`src/rtl/csr_counter_bank.sv`:
```
`default_nettype none
// ============================================================================
// Module  : csr_counter_bank
// Desc    : Bank of 64-bit performance counters (cycle/time/instret/hpm) with
//           user read-only and machine read/write CSR aliases.
// Revision: 1.0
// ============================================================================
module csr_counter_bank #(
  parameter int XLEN      = 32,
  parameter int NUM_HPM   = 4,
  parameter int CNT_WIDTH = 64
) (
  input  logic               clock,
  input  logic               reset_n,
  input  logic [1:0]         priv_mode,
  input  logic               req_valid,
  input  logic [11:0]        req_addr,
  input  logic               req_write,
  input  logic [1:0]         req_func,
  input  logic [XLEN-1:0]    req_wdata,
  input  logic               instr_retired,
  input  logic               time_tick,
  input  logic [NUM_HPM-1:0] hpm_event,
  output logic               rsp_valid,
  output logic [XLEN-1:0]    rsp_rdata,
  output logic               rsp_illegal
);

  localparam int              NCNT               = NUM_HPM + 3;
  localparam logic [XLEN-1:0] EN_MASK            = XLEN'((64'd1 << NCNT) - 64'd1);
  localparam logic [XLEN-1:0] INH_MASK           = EN_MASK & ~XLEN'(2);
  localparam logic [11:0]     ADDR_MCOUNTINHIBIT = 12'h320;
  localparam logic [11:0]     ADDR_MCOUNTEREN    = 12'h306;
  localparam logic [1:0]      FUNC_RS            = 2'b10;
  localparam logic [1:0]      FUNC_RC            = 2'b11;
  localparam logic [1:0]      PRIV_M             = 2'b11;

  logic [CNT_WIDTH-1:0] cnt_q [NCNT];
  logic [CNT_WIDTH-1:0] cnt_d [NCNT];
  logic [XLEN-1:0]      inhibit_q, inhibit_d;
  logic [XLEN-1:0]      enable_q, enable_d;
  logic                 rsp_valid_q, rsp_valid_d;
  logic                 rsp_illegal_q, rsp_illegal_d;
  logic [XLEN-1:0]      rsp_rdata_q, rsp_rdata_d;

  logic [NCNT-1:0]      inc;
  logic [4:0]           idx;
  logic                 hi_half, is_user, is_mach, is_inh, is_en, is_m, idx_ok;
  logic                 illegal, do_write;
  logic [CNT_WIDTH-1:0] sel_cnt;
  logic [XLEN-1:0]      old_val, new_val;

  generate
    if (NUM_HPM > 0) begin : g_hpm
      assign inc = {hpm_event, instr_retired, time_tick, 1'b1};
    end else begin : g_no_hpm
      assign inc = {instr_retired, time_tick, 1'b1};
    end
  endgenerate

  always_comb begin
    idx     = req_addr[4:0];
    hi_half = req_addr[7];
    is_user = (req_addr[11:8] == 4'hC) && (req_addr[6:5] == 2'b00);
    is_mach = (req_addr[11:8] == 4'hB) && (req_addr[6:5] == 2'b00);
    is_inh  = (req_addr == ADDR_MCOUNTINHIBIT);
    is_en   = (req_addr == ADDR_MCOUNTEREN);
    is_m    = (priv_mode == PRIV_M);
    idx_ok  = (int'(idx) < NCNT);

    sel_cnt = '0;
    for (int i = 0; i < NCNT; i++) begin
      if (int'(idx) == i) sel_cnt = cnt_q[i];
    end

    if (is_user)              illegal = !idx_ok || req_write || (!is_m && !enable_q[idx]);
    else if (is_mach)         illegal = !idx_ok || (idx == 5'd1) || !is_m;
    else if (is_inh || is_en) illegal = !is_m;
    else                      illegal = 1'b1;

    old_val = '0;
    if (is_user || is_mach) old_val = hi_half ? sel_cnt[CNT_WIDTH-1:XLEN] : sel_cnt[XLEN-1:0];
    else if (is_inh)        old_val = inhibit_q;
    else if (is_en)         old_val = enable_q;

    case (req_func)
      FUNC_RS: new_val = old_val | req_wdata;
      FUNC_RC: new_val = old_val & ~req_wdata;
      default: new_val = req_wdata;
    endcase

    // func 2'b00 is not a write encoding, so it never modifies state
    do_write = req_valid && req_write && !illegal && (req_func != 2'b00);

    for (int i = 0; i < NCNT; i++) begin
      cnt_d[i] = cnt_q[i];
      if (!inhibit_q[i]) cnt_d[i] = cnt_q[i] + CNT_WIDTH'(inc[i]);
      // a written counter drops its increment so nothing carries into the other half
      if (do_write && is_mach && (int'(idx) == i)) begin
        cnt_d[i] = cnt_q[i];
        if (hi_half) cnt_d[i][CNT_WIDTH-1:XLEN] = new_val;
        else         cnt_d[i][XLEN-1:0]         = new_val;
      end
    end

    inhibit_d = (do_write && is_inh) ? (new_val & INH_MASK) : inhibit_q;
    enable_d  = (do_write && is_en)  ? (new_val & EN_MASK)  : enable_q;

    rsp_valid_d   = req_valid;
    rsp_illegal_d = req_valid && illegal;
    rsp_rdata_d   = (req_valid && !illegal) ? old_val : '0;
  end

  always_ff @(posedge clock or negedge reset_n) begin
    if (!reset_n) begin
      for (int i = 0; i < NCNT; i++) cnt_q[i] <= '0;
      inhibit_q     <= '0;
      enable_q      <= '0;
      rsp_valid_q   <= 1'b0;
      rsp_illegal_q <= 1'b0;
      rsp_rdata_q   <= '0;
    end else begin
      for (int i = 0; i < NCNT; i++) cnt_q[i] <= cnt_d[i];
      inhibit_q     <= inhibit_d;
      enable_q      <= enable_d;
      rsp_valid_q   <= rsp_valid_d;
      rsp_illegal_q <= rsp_illegal_d;
      rsp_rdata_q   <= rsp_rdata_d;
    end
  end

  assign rsp_valid   = rsp_valid_q;
  assign rsp_rdata   = rsp_rdata_q;
  assign rsp_illegal = rsp_illegal_q;

endmodule
`default_nettype wire
```
`config.mk`:
```
export PLATFORM = sky130hd
export DESIGN_NAME = csr_counter_bank
export DESIGN_NICKNAME = d
export VERILOG_FILES = /design/src/rtl/csr_counter_bank.sv
export SDC_FILE = /design/constraint.sdc
export NUM_CORES = 2
export LEC_CHECK = 0
export ABC_AREA = 1
export CAP_MARGIN = 20
export CELL_PAD_IN_SITES_DETAIL_PLACEMENT = 0
export CELL_PAD_IN_SITES_GLOBAL_PLACEMENT = 1
export CORE_MARGIN = 2
export CORE_UTILIZATION = 41
export DETAILED_ROUTE_END_ITERATION = 7
export PLACE_DENSITY = 0.89
export RECOVER_POWER = 100
export SLEW_MARGIN = 20
export SYNTH_ARGS = -nofsm -noshare
export SYNTH_HDL_FRONTEND = slang
export SYNTH_SLANG_ARGS = --single-unit
```
`constraint.sdc`:
```
create_clock -name clock -period 2.28 [get_ports clock]
set_input_delay 0.684 -clock clock [delete_from_list [all_inputs] [get_ports clock]]
set_output_delay 0.684 -clock clock [all_outputs]
set_load 0.05 [all_outputs]
```
==> metrics.cfg <==
[place]
dpl.cell_count=8752
dp_hpwl_um=186000
place_ws_ps=-1530
dpl-instance-area_mm2=0.0511
gp_congestion=1.13
port_buffers=91

[power]
power.density_mw_per_mm2=429
vdd_drop_max_mv=0.519
p_leak_uw=0.0311

[run]
max_cap_violations=0

[global_routing]
use_met1_pct=61.8
met3_usage_pct=16.7
busiest_layer=met2
grt_overflow_total=0
grt_use_met2_pct=69.0
grt_pass1_wl_um=346000
grt_max_degree=74
grt_util_all_layers_pct=49.2
grt_pass1_vias=49200
antenna_found_initial=17

[setup_path]
setup.worst_path.class=primary input to flop
crit_path_max_fanout=10
cp-start-kind=primary input
r2r-start=enable_q[2]
critPathRequiredTime_ps=2830
reg2reg_setup_slack_ps=-420
arrival_ps=3290
reg2reg_depth=20
r2r_end=cnt_q[144]
end_kind=flop

[clock_tree]
h-tree-depth=3
clock_path_buffers=3
cts_root_buf=clkbuf_16
cts_sinks=495
cts.clk_slew.worst_paths_ps=60
tritoncts=yes
clock_latency_ps=680
cts-buffers-inserted=69

[hold_path]
whs_path_depth=2
min_path_type=primary input to flop
hold_end=cnt_q[320]
hold_start=time_tick

[die]
die-area_mm2=0.0975
start_util_pct=41.2
fp.dieH_um=312
core_area_mm2=0.0946
ios=92
die_w_um=312
rows=113

[synthesis]
synth.distinct_cells=38
synth.most_common_cell=nand2_1
yosys.area.top_type=dfrtp_1
synth-edff-count=0
async_flop_share_pct=100
syn_inst=6433
synth_ff_type=dfrtp_1
yosysTopAreaCellShare_pct=31.8
syn_avg_cell_area_um2=6.06
synth_seq_cells=495
synthesis.nets=6504
seq_area_frac_synth_pct=31.8
synth_common_cells=nand2_1, nor2_1, dfrtp_1
netlist_area_mm2=0.0390
yosys_warnings=0
yosys-top-cells-area=dfrtp_1, nand2_1, xor2_1

[timing]
post-route-period-util_pct=120
maxSlewViolCount=0
hold_violations=0
max-slew-margin-rel_pct=32.9
tightest_slew_ps=1010
fmax_mhz=365
setup_ws_ps=-458
clock_skew_ps=22.7
rsz0062_at_grt=true
finalCriticalPeriod_ps=2740
finalSetupViolCount=475

[routing]
drt-total-wl_um=255000
num_vias=52900
drt_iter0_drc=7584
vias_per_cell=5.81
wl_per_cell_um=28.0
firstDrtPassIters=8
ant_nets=0
drc_errors=9

[status]
violations=design-rule violations, negative setup slack
outcome=finished, violations left

[layout]
instances_no_fill=9117
fillers=8656
final_nets=7856
final_cell_area_mm2=0.0605
drive_gt1_share_pct=30.2
syn_to_final_growth_pct=55.4
final_util_pct=64.0

[critical path: stages]
cell,delay (ps)
buf_8,110
buf_12,120
buf_8,130
buf_6,130
nand3_4,70
nand2_2,50
nor2_2,130
nor2_2,60
nor2_4,140
nor2_4,50
buf_6,110
nand4_1,180
nor2_4,70
buf_6,130
buf_12,140
buf_6,120
nand2_4,60
nand2_4,80
buf_6,140
nand2_8,120
clkinv_8,110
clkbuf_16,190
nand2_1,70
nand2_1,60
[cell usage in the layout (no fill, tap or decap), types with 48 or more instances in the layout]
cell type	count
buf_12	149
buf_4	1095
buf_6	71
clkbuf_16	99
clkdlybuf4s50_1	57
dfrtp_1	494
inv_1	467
nand2_1	2606
nand2_2	398
nand2_4	143
nand3_1	240
nand3_2	48
nand4_1	233
nor2_1	515
nor3_1	199
nor4_1	61
o21ai_0	69
xnor2_1	78
xor2_1	347
[metal layers]
metal / up-vias / part of all wire (%) / wire length [um]
met5: - / 0.037 / 95
met4: 14 / 9.7 / 24700
met3: 1165 / 14 / 35500
met2: 4040 / 40 / 102000
met1: 24800 / 36 / 93100
li1: 22900 / - / -
[timing repair]
action,in CTS,in global routing
hold buffers,1,0
setup buffers,105,69
gates cloned,51,32
hold endpoints to repair,15,0
pin swaps,165,252
endpoints found under the setup margin,471,464
resized for setup,534,757
[state kept, by name, summed over array words and instances (netlist names)]
signal,count
rsp_rdata,32
inhibit_q,6
rsp_illegal,1
enable_q,7
cnt_q,448
rsp_valid,1
[cells by family after synthesis]
kind of cell	synth area share (%)
compound gates	1.85
xor+xnor	9.62
fa+ha+maj	0.418
buf+inv	7.44
flops	31.8
mux	0.0289
simple gates	48.8
[stage by stage]
step                hold slack (ps)  TNS (ps)  power, uW
detailed placement              464   -616690      13800
global route                    307   -178430      26500
finish                          278   -138240      26000
global placement                464   -603330      13700
floorplan                       388   -136620      11200
CTS                             475    -95590      25500
[where the power goes]
part,total [uW],switching (uW),internal [uW]
Sequential,9580,425,9160
Clock,11800,4880,6890
Combinational,4640,2720,1910
Total,26000,8030,18000
[layout make-up]
type	count	area, um2	share of cell area (%)
well taps	1265	1580	2.61
multi-input cells	5203	27100	44.8
diodes	13	32.5	0.0537
repair buffers	1506	15000	24.7
repair inverters	2	22.5	0.0372
inverters	508	2060	3.41
flip-flops and latches	495	12400	20.5
clock buffers	94	2020	3.33
clock inverters	31	344	0.568
[worst max-delay path by stage]
stage,from,slack (ps),cells past startpoint,end
floorplan,req_addr[0],-380,17,cnt_q[97]
global placement,hpm_event[1],-1570,17,cnt_q[170]
detailed placement,req_addr[1],-1530,21,cnt_q[401]
CTS,req_addr[1],-320,24,cnt_q[236]
global route,req_addr[9],-520,24,cnt_q[94]
finish,req_addr[1],-460,24,cnt_q[144]
Power figures use the tool's default switching activity.
